$ cat src/rtl/mp3_pkg.sv
// Shared types for the MP3 PCM output receiver: framing state and default word width.
package mp3_pkg;

    localparam int MP3_SAMPLE_BITS = 16;

    typedef enum logic [1:0] {
        SYNC_WAIT,
        LEFT,
        RIGHT
    } rx_state_e;

endpackage

$ cat src/rtl/mp3_input_sync.sv
// Multi-flop synchronizer for a bus of asynchronous pins, with a rising-edge
// detect on every bit taken from one extra flop behind the chain.
module mp3_input_sync
    import mp3_pkg::*;
#(
    parameter int WIDTH  = 3,
    parameter int STAGES = 2
) (
    input  logic             clk,
    input  logic             reset,
    input  logic [WIDTH-1:0] async_in,
    output logic [WIDTH-1:0] sync_out,
    output logic [WIDTH-1:0] rise
);

    logic [STAGES-1:0][WIDTH-1:0] chain_q, chain_d;
    logic [WIDTH-1:0]             dly_q, dly_d;

    always_comb begin
        chain_d[0] = async_in;
        for (int i = 1; i < STAGES; i++) begin
            chain_d[i] = chain_q[i-1];
        end
        dly_d = chain_q[STAGES-1];
    end

    always_ff @(posedge clk) begin
        if (reset) begin
            chain_q <= '0;
            dly_q   <= '0;
        end else begin
            chain_q <= chain_d;
            dly_q   <= dly_d;
        end
    end

    assign sync_out = chain_q[STAGES-1];
    assign rise     = chain_q[STAGES-1] & ~dly_q;

endmodule

$ cat src/rtl/mp3_sample_receiver.sv
// Deserializes the decoder's PCM stream (LRCK high = left, toggling with the first
// BCLK of a word) into stereo pairs. Peak metering enabled by MP3_SAMPLE_RECEIVER_PEAK_EN.
module mp3_sample_receiver
    import mp3_pkg::*;
#(
    parameter int SAMPLE_BITS = MP3_SAMPLE_BITS,
    parameter int SYNC_STAGES = 2
) (
    input  logic                   clk,
    input  logic                   reset,
    input  logic                   enable,
    input  logic                   i2sBitClk,
    input  logic                   i2sWordClk,
    input  logic                   i2sData,
    output logic [SAMPLE_BITS-1:0] sampleL,
    output logic [SAMPLE_BITS-1:0] sampleR,
    output logic                   sampleValid,
    input  logic                   sampleAck,
    output logic                   overrun,
    output logic                   lengthError,
    input  logic                   flagsClear,
    output logic [SAMPLE_BITS-1:0] peakL,
    output logic [SAMPLE_BITS-1:0] peakR,
    input  logic                   peakClear
);

    localparam int CW = $clog2(SAMPLE_BITS + 1);
    localparam logic [CW-1:0] FULL = CW'(SAMPLE_BITS);

    logic [2:0] sync_bus, rise_bus;

    mp3_input_sync #(.WIDTH(3), .STAGES(SYNC_STAGES)) u_sync (
        .clk      (clk),
        .reset    (reset),
        .async_in ({i2sBitClk, i2sWordClk, i2sData}),
        .sync_out (sync_bus),
        .rise     (rise_bus)
    );

    rx_state_e              state_q, state_d;
    logic                   cap_vld_q, cap_vld_d, cap_lrck_q, cap_lrck_d, cap_data_q, cap_data_d;
    logic                   prev_lrck_q, prev_lrck_d;
    logic [SAMPLE_BITS-1:0] shift_q, shift_d, left_hold_q, left_hold_d;
    logic [CW-1:0]          cnt_q, cnt_d;
    logic [SAMPLE_BITS-1:0] pend_l_q, pend_l_d, pend_r_q, pend_r_d;
    logic                   pub_q, pub_d;
    logic [SAMPLE_BITS-1:0] sample_l_q, sample_l_d, sample_r_q, sample_r_d;
    logic                   valid_q, valid_d, overrun_q, overrun_d, len_err_q, len_err_d;
    logic                   boundary, word_ok, len_err_set;

    always_comb begin
        cap_vld_d   = rise_bus[2];
        cap_lrck_d  = sync_bus[1];
        cap_data_d  = sync_bus[0];
        state_d     = state_q;
        prev_lrck_d = prev_lrck_q;
        shift_d     = shift_q;
        cnt_d       = cnt_q;
        left_hold_d = left_hold_q;
        pend_l_d    = pend_l_q;
        pend_r_d    = pend_r_q;
        pub_d       = 1'b0;
        len_err_set = 1'b0;
        boundary    = cap_lrck_q != prev_lrck_q;
        word_ok     = cnt_q == FULL;

        if (cap_vld_q) begin
            prev_lrck_d = cap_lrck_q;
            shift_d     = {shift_q[SAMPLE_BITS-2:0], cap_data_q};
            if (boundary)           cnt_d = CW'(1);
            else if (cnt_q != FULL) cnt_d = cnt_q + 1'b1;

            // shift_q still holds the word that this boundary edge completes
            if (boundary) begin
                case (state_q)
                    SYNC_WAIT: if (cap_lrck_q) state_d = LEFT;
                    LEFT: begin
                        if (word_ok) begin
                            left_hold_d = shift_q;
                            state_d     = RIGHT;
                        end else begin
                            len_err_set = 1'b1;
                            state_d     = SYNC_WAIT;
                        end
                    end
                    RIGHT: begin
                        if (word_ok) begin
                            pend_l_d = left_hold_q;
                            pend_r_d = shift_q;
                            pub_d    = 1'b1;
                        end else begin
                            len_err_set = 1'b1;
                        end
                        state_d = LEFT;
                    end
                    default: state_d = SYNC_WAIT;
                endcase
            end
        end

        if (!enable) begin
            state_d     = SYNC_WAIT;
            cnt_d       = '0;
            pub_d       = 1'b0;
            len_err_set = 1'b0;
        end

        sample_l_d = sample_l_q;
        sample_r_d = sample_r_q;
        valid_d    = valid_q;
        if (pub_q) begin
            sample_l_d = pend_l_q;
            sample_r_d = pend_r_q;
            valid_d    = 1'b1;
        end else if (sampleAck) begin
            valid_d = 1'b0;
        end
        overrun_d = (pub_q & valid_q & ~sampleAck) | (overrun_q & ~flagsClear);
        len_err_d = len_err_set | (len_err_q & ~flagsClear);
    end

    always_ff @(posedge clk) begin
        if (reset) begin
            state_q     <= SYNC_WAIT;
            cap_vld_q   <= 1'b0;
            cap_lrck_q  <= 1'b0;
            cap_data_q  <= 1'b0;
            prev_lrck_q <= 1'b0;
            shift_q     <= '0;
            cnt_q       <= '0;
            left_hold_q <= '0;
            pend_l_q    <= '0;
            pend_r_q    <= '0;
            pub_q       <= 1'b0;
            sample_l_q  <= '0;
            sample_r_q  <= '0;
            valid_q     <= 1'b0;
            overrun_q   <= 1'b0;
            len_err_q   <= 1'b0;
        end else begin
            state_q     <= state_d;
            cap_vld_q   <= cap_vld_d;
            cap_lrck_q  <= cap_lrck_d;
            cap_data_q  <= cap_data_d;
            prev_lrck_q <= prev_lrck_d;
            shift_q     <= shift_d;
            cnt_q       <= cnt_d;
            left_hold_q <= left_hold_d;
            pend_l_q    <= pend_l_d;
            pend_r_q    <= pend_r_d;
            pub_q       <= pub_d;
            sample_l_q  <= sample_l_d;
            sample_r_q  <= sample_r_d;
            valid_q     <= valid_d;
            overrun_q   <= overrun_d;
            len_err_q   <= len_err_d;
        end
    end

    assign sampleL     = sample_l_q;
    assign sampleR     = sample_r_q;
    assign sampleValid = valid_q;
    assign overrun     = overrun_q;
    assign lengthError = len_err_q;

`ifdef MP3_SAMPLE_RECEIVER_PEAK_EN
    function automatic logic [SAMPLE_BITS-1:0] magnitude(input logic [SAMPLE_BITS-1:0] w);
        return w[SAMPLE_BITS-1] ? (~w + 1'b1) : w;
    endfunction

    logic [SAMPLE_BITS-1:0] peak_l_q, peak_l_d, peak_r_q, peak_r_d, mag_l, mag_r;

    always_comb begin
        mag_l    = magnitude(pend_l_q);
        mag_r    = magnitude(pend_r_q);
        peak_l_d = peak_l_q;
        peak_r_d = peak_r_q;
        if (pub_q) begin
            peak_l_d = (peakClear || mag_l > peak_l_q) ? mag_l : peak_l_q;
            peak_r_d = (peakClear || mag_r > peak_r_q) ? mag_r : peak_r_q;
        end else if (peakClear) begin
            peak_l_d = '0;
            peak_r_d = '0;
        end
    end

    always_ff @(posedge clk) begin
        if (reset) begin
            peak_l_q <= '0;
            peak_r_q <= '0;
        end else begin
            peak_l_q <= peak_l_d;
            peak_r_q <= peak_r_d;
        end
    end

    assign peakL = peak_l_q;
    assign peakR = peak_r_q;
`else
    logic unused_peak_clear;
    assign unused_peak_clear = peakClear;
    assign peakL = '0;
    assign peakR = '0;
`endif

endmodule
$ cat config.mk
export PLATFORM = sky130hd
export DESIGN_NAME = mp3_sample_receiver
export DESIGN_NICKNAME = d
export VERILOG_FILES = /design/src/rtl/mp3_pkg.sv /design/src/rtl/mp3_input_sync.sv /design/src/rtl/mp3_sample_receiver.sv
export SDC_FILE = /design/constraint.sdc
export NUM_CORES = 1
export LEC_CHECK = 0
export CAP_MARGIN = 20
export CORE_ASPECT_RATIO = 1.1
export CORE_MARGIN = 10
export CORE_UTILIZATION = 26
export DETAILED_ROUTE_END_ITERATION = 8
export HOLD_SLACK_MARGIN = 0.1
export PLACE_DENSITY = 0.52
export SYNTH_ARGS = -nofsm -noshare
export SYNTH_HDL_FRONTEND = slang
export SYNTH_HIERARCHICAL = 1
export SYNTH_SLANG_ARGS = --single-unit
$ cat constraint.sdc
create_clock -name clk -period 5.2 [get_ports clk]
set_clock_uncertainty 0.15 [all_clocks]
set_input_delay 1.04 -clock clk [delete_from_list [all_inputs] [get_ports clk]]
set_output_delay 1.04 -clock clk [all_outputs]
set_load 0.05 [all_outputs]
# --- Word-level counts from Yosys, hierarchy flattened ---
# Index checks and enable logic that the tools add are counted.
totals:
  in_bits: 9
  reg_bits: 120
  latch_bits: 0
  ram_bits: 0
  mem_bits_ro: 0
  memories: 0
op_classes:
  bitwise: 14
  n_mul: 0
  div_mod_pow: 0
  reduce_logical: 10
  addsub: 1
  shifts: 0
  mux: 13
  n_eq_ne: 6
  order_cmp: 0
ops:
  columns: ["operator", "n"]
  rows:
  - ["5-bit two-way mux", 2]
  - ["1-bit two-way mux", 8]
  - ["4-bit AND reduction", 2]
  - ["1-bit NOT", 6]
  - ["2-bit one-hot mux with 3 select lines", 1]
  - ["5-bit by 1-bit adder with 5-bit output (second input constant)", 1]
  - ["5-bit == test (second input constant)", 1]
  - ["5-bit != test (second input constant)", 1]
  - ["5-bit OR reduction", 1]
  - ["1-bit bitwise AND", 4]
  - ["2-bit two-way mux", 2]
  - ["2-bit nonzero test", 2]
  - ["2-bit OR reduction", 2]
  - ["3-bit bitwise AND", 1]
  - ["3-bit NOT", 1]
  - ["3-bit AND reduction", 1]
  - ["2-bit by 1-bit == test with 1-bit output (second input constant)", 1]
  - ["2-bit == test (second input constant)", 1]
  - ["2-bit zero test", 1]
  - ["2-bit != test (second input constant)", 1]
  - ["1-bit bitwise OR", 2]
  - ["2-bit AND reduction", 1]
  - ["1-bit != test", 1]

# --- Depth between registers and ports, before layout ---
# Gate-level depths: netlist of the first run.
depth:
  word_depth: 7
  mapped_depth: 8
  ltp_nobuf: 5

# --- Modules after synthesis ---
# The synthesis of the first run kept the hierarchy.
by_module_without_submodules:
  columns: ["module", "area_per_inst_um2", "n_inst", "cells_each"]
  rows:
  - ["mp3_sample_receiver", 4635.7, 1, 443]
  - ["mp3_input_sync", 255.2, 1, 21]

# --- Worst setup path before layout of the first run ---
# OpenSTA, ideal clock, no wires.
synth_timing:
  path_kind: "in2reg"
  startpoint: "in reset"
  endpoint: "reg overrun_q, in the netlist overrun"
  path_stages: 4
  required_ns: 4.922
  path_slack_ns: 3.033
  arrival_ns: 1.890
  cell_sequence: "clkbuf_1 > clkbuf_1 > buf_1 > nor2_1"
synth_rtl:
  columns: ["item", "line", "text"]
  rows:
  - ["start, declared", "mp3_sample_receiver.sv:10", "input logic reset,"]
  - ["end signal, assigned", "mp3_sample_receiver.sv:155", "overrun_q <= overrun_d;"]
  - ["end, declared", "mp3_sample_receiver.sv:48", "logic valid_q, valid_d, overrun_q, overrun_d, len_err_q, len_err_d;"]
# No word-level cell between the ends.

# --- Worst setup path after layout of the first run ---
layout_timing:
  startpoint: "reg sample_l_q[4], in the netlist sampleL[4]"
  endpoint: "out sampleL[4]"
layout_rtl:
  columns: ["item", "line", "text"]
  rows:
  - ["start, declared", "mp3_sample_receiver.sv:47", "logic [SAMPLE_BITS-1:0] sample_l_q, sample_l_d, sample_r_q, sample_r_d;"]
  - ["start signal, assigned", "mp3_sample_receiver.sv:152", "sample_l_q <= sample_l_d;"]
  - ["end, declared", "mp3_sample_receiver.sv:15", "output logic [SAMPLE_BITS-1:0] sampleL,"]
# No word-level cell between the ends.

==> results of run 1 <==
## layer usage
| metal | routed length, um | global-route usage |
|---|---|---|
| met5 | 0 | 0 |
| met2 | 4060 | 0.112 |
| met1 | 4430 | 0.0984 |
| met4 | 138 | 0.0420 |
| met3 | 519 | 0.0278 |
## stage by stage
stage               std cells  total power [mW]  area, um^2  hold WS [ps]  utilization
floorplan                 489              1.02        4940           264            -
global placement          719              1.01        5290           268        0.289
detailed placement        719              1.01        5290           275        0.289
CTS                       751              2.23        5910           288        0.322
global route              751              2.28        5910           306        0.322
finish                    751              2.20        5910           285        0.322
## worst reg2reg max path, stage by stage, from the launching register on
cell,delay [ps]
dfxtp_1,350
inv_1,70
ha_1,170
nor4bb_1,220
buf_4,210
nand4_2,460
mux2i_1,310
## registers in the layout, indices dropped and copies added, names as in the netlist
signal,count
overrun,1
pub_q,1
u_sync/sync_out,3
cap_lrck_q,1
cnt_q,5
sampleR,16
sampleL,16
cap_data_q,1
pend_r_q,16
left_hold_q,16
cap_vld_q,1
pend_l_q,16
sampleValid,1
u_sync/chain_d,3
lengthError,1
shift_q,16
prev_lrck_q,1
u_sync/dly_q,1
state_q,2
## cell type report
| cell class | instances | area [um^2] | area share |
|---|---|---|---|
| Timing Repair Buffer | 45 | 440 | 0.0745 |
| Multi-Input combinational cell | 309 | 2170 | 0.367 |
| Clock buffer | 17 | 425 | 0.0719 |
| Clock inverter | 15 | 195 | 0.0330 |
| Sequential cell | 118 | 2360 | 0.400 |
| Inverter | 4 | 15.0 | 0.00254 |
| Tap cell | 243 | 304 | 0.0514 |
## worst paths after layout
kind,end,slack (ps),cells past startpoint
worst max register to register,left_hold_q[11],3190,6
worst min-delay path,cap_data_q,280,1
worst min register to register,cap_data_q,280,1
worst max-delay path,sampleL[4],2440,1
## power groups by stage
| stage | sequential, mW | clock (mW) | combinational [mW] |
|---|---|---|---|
| floorplan | 0.928 | 0 | 0.0949 |
| global placement | 0.928 | 0 | 0.0861 |
| detailed placement | 0.928 | 0 | 0.0866 |
| CTS | 0.908 | 1.24 | 0.0869 |
| global route | 0.908 | 1.28 | 0.0926 |
| finish | 0.908 | 1.21 | 0.0876 |
==> metrics.csv, run 1 <==
metric,value,unit
hpwl,6150,um
drc_errors,0,
grt-ovfl-total,0,
clkTransAtPathRegs,60,ps
antenna_found_initial,0,
rsz0062_at_grt,false,
wl_per_cell,12.2,um
nets,510,
drv_slew,0,
worstHoldPathType,reg -> reg,
power.switching,0.514,mW
crit_family,buffers and inverters,
fin_crit_sh,0.532,
p_clk_frac,0.548,
synth_area_per_cell,10.5,um^2
fmax,362,MHz
final_common_cell,dfxtp_1,
crit_chain,clkdlybuf4s50_1,
ys_warn_count,6,
die_y,163,um
powerDensity,373,nW/um^2
cts_setup_buffers,0,
power_frac_seq,0.412,
syn_inst,458,
drive_gt1_frac,0.0866,
grt_pass1_wl,15200,um
tritoncts,done,
tightestPinTransition,1120,ps
fillers,1861,
slowest_delay,830,ps
cts_resized,0,
fp-row-count,52,
path_class,reg -> out,
sw_frac_of_total,0.233,
cp-start-kind,register,
worst_slack,2440,ps
cts.sinks,118,
cts.path.max_buffers,2,
h-tree-depth,4,
wl,9150,um
fin_setup_tns,0,ps
path_buf_inv,1,
critPathLaunch,sampleL[4],
io_buffers,42,
slew_headroom,0.254,
grt.total_usage,0.0776,
status,"finished, final reports clean",
grt_pass1_vias,2964,
fin_crit,2760,ps
fp.coreArea,18300,um^2
cts_hold_buf,0,
finalSetupViolations,0,
maxCapViolations,0,
p_int,1.69,mW
postRouteAntennaNets,0,
pre_cts_ws,2520,ps
combPwrFrac,0.040,
critical_path_arrival,1570,ps
die_x,150,um
drt_first_pass_iters,4,
syn_to_final_growth,22.6,%
mostFrequentLayoutCells,"117 x dfxtp_1, 98 x mux2i_1, 66 x nand2b_1",
grt_max_degree,81,
worst_ep_required_time,4010,ps
gp_congestion,0.689,
min_from,u_sync/sync_out[0],
worst_path_max_delay_cell,clkdlybuf4s50_1,
cts.root.buffer_cell,clkbuf_16,
vias,2944,
peakVddDrop,0.169,mV
die-area,24400,um^2
worstSkewPairLatency,400,ps
syn_area,4830,um^2
final_hold_viol_count,0,
cts_buffers,17,
io_pins,76,
worstPathMaxFanout,2,
power.leakage,2.22,nW
drt_iter0_markers,157,
cp-end-kind,output pin,
rr_startpoint,cnt_q[0],
initial_core_util,0.263,
routed_via_density,3.92,
diodes,0,
Power figures use the tool's default switching activity.
==> inputs of run 2 (changes only) <==
Settings changed: PLACE_DENSITY 0.52 to 0.53.
Clock period 5.2 ns to 2.23 ns, I/O delays scaled along.
==> run 2 against run 1 <==
Critical path depth is the same; cell count is 0.67% higher; die area unchanged; clock power grew 120%; sequential cell count did not move; first-iteration DRC count is 20% lower; sequential power rose by 130%; clock-buffer cell count is the same; final area rose by 0.30%; hold slack worse by 40 ps; power up 130%; utilization grew 0.096 points.
==> metrics.csv, run 2 (same netlist as run 1, synthesis figures left out) <==
metric,value,unit,change
vias,3001,,was 2944
drive_gt1_frac,0.111,,was 0.0866
path_buf_inv,1,,unchanged
initial_core_util,0.263,,unchanged
final_hold_viol_count,0,,unchanged
cts.root.buffer_cell,clkbuf_16,,unchanged
cp-start-kind,register,,unchanged
io_buffers,42,,unchanged
worst_ep_required_time,1630,ps,was 4010 ps
whs,245,ps,was 285 ps
slowest_delay,830,ps,about the same
status,"finished, final reports clean",,unchanged
fmax,459,MHz,
mostFrequentLayoutCells,"117 x dfxtp_1, 98 x mux2i_1, 66 x nand2b_1",,unchanged
die_x,150,um,unchanged
path_class,reg -> out,,unchanged
die-area,24400,um^2,unchanged
postRouteAntennaNets,0,,unchanged
antenna_found_initial,0,,unchanged
tritoncts,done,,unchanged
finalSetupViolations,0,,unchanged
cts.sinks,118,,unchanged
cts_hold_buf,0,,unchanged
wl_per_cell,12.0,um,was 12.2 um
cts_setup_buffers,0,,unchanged
cts_resized,0,,unchanged
syn_to_final_growth,22.9,%,was 22.6%
peakVddDrop,0.419,mV,was 0.169 mV
fin_setup_tns,0,ps,unchanged
fin_crit,2180,ps,
drv_slew,0,,unchanged
power.leakage,2.26,nW,was 2.22 nW
routed_via_density,3.97,,was 3.92
critical_path_arrival,1580,ps,was 1570 ps
diodes,0,,unchanged
fp.coreArea,18300,um^2,unchanged
fillers,1900,,was 1861
grt_pass1_wl,15100,um,was 15200 um
cts_buffers,17,,unchanged
hpwl,6380,um,was 6150 um
fin_crit_sh,0.976,,
die_y,163,um,unchanged
drc_errors,0,,unchanged
slew_headroom,0.642,,was 0.254
worstSkewPairLatency,400,ps,about the same
grt.total_usage,0.0768,,was 0.0776
rsz0062_at_grt,false,,unchanged
drt_first_pass_iters,4,,unchanged
worstHoldPathType,in -> reg,,was reg -> reg
gp_congestion,0.710,,was 0.689
cp-end-kind,output pin,,unchanged
final_common_cell,dfxtp_1,,unchanged
grt_pass1_vias,3047,,was 2964
h-tree-depth,4,,unchanged
grt_max_degree,105,,was 81
wl,9090,um,was 9150 um
nets,515,,was 510
maxCapViolations,0,,unchanged
io_pins,76,,unchanged
worst_path_max_delay_cell,clkdlybuf4s50_1,,unchanged
grt-ovfl-total,0,,unchanged
tightestPinTransition,536,ps,was 1120 ps
crit_chain,clkdlybuf4s50_1,,unchanged
clkTransAtPathRegs,60,ps,about the same
powerDensity,846,nW/um^2,was 373 nW/um^2
worstPathMaxFanout,2,,unchanged
crit_family,buffers and inverters,,unchanged
fp-row-count,52,,unchanged
drt_iter0_markers,125,,was 157
cts.path.max_buffers,2,,unchanged
-- run 2: changes by cell type in the layout (fill, tap and decap cells not counted) --
cell and change:
clkinv_2 +1, inv_6 +2, clkinv_4 -2, buf_4 +11
clkdlybuf4s50_1 -8, buf_12 +2, bufinv_16 -1
-- run 2: layout make-up --
class	count	area [um^2]	area share
clock inverter	15	170	0.0287
sequential	118	2360	0.398
clock buffer	17	425	0.0717
multi-input combinational	309	2170	0.366
inverter	4	15.0	0.00253
timing repair buffer	50	483	0.0814
tap	243	304	0.0513
-- run 2: power breakdown --
part           leakage (nW)  internal [mW]  switching [mW]
combinational          1.03         0.0428           0.164
sequential            0.952           2.12         0.00380
clock                 0.287           1.67            1.02
-- run 2: worst reg2reg max path: stages, from the launching register on --
cell,delay [ps]
dfxtp_1,350
inv_1,70
ha_1,160
nor4bb_1,210
buf_4,210
and4_4,460
mux2i_1,250
-- run 2: through the flow --
stage	power, mW	cells	utilization	instance area (um^2)	setup WS (ps)
floorplan	2.39	489	-	4940	435
global placement	2.37	724	0.291	5340	344
detailed placement	2.37	724	0.291	5340	310
CTS	5.09	756	0.323	5930	26.6
global route	5.20	756	0.323	5930	1.21
finish	5.02	756	0.323	5930	53.7
-- run 2: path summary, 6_finish.rpt --
kind                     start            endpoint  slack, ps  cells past startpoint
max                sampleL[13]         sampleL[13]         50                      1
max reg2reg           cnt_q[0]         pend_r_q[2]        290                      6
min                      reset         sampleValid        250                      2
min reg2reg  u_sync/chain_d[3]  u_sync/sync_out[0]        280                      1
-- run 2: per-layer routing --
| layer | vias to the layer above | track usage | part of all wire |
|---|---|---|---|
| met4 | 0 | 0.0340 | 0.018 |
| met2 | 58 | 0.118 | 0.46 |
| met1 | 1384 | 0.0920 | 0.47 |
| met5 | - | 0 | 0 |
| li1 | 1546 | - | - |
| met3 | 13 | 0.0311 | 0.051 |
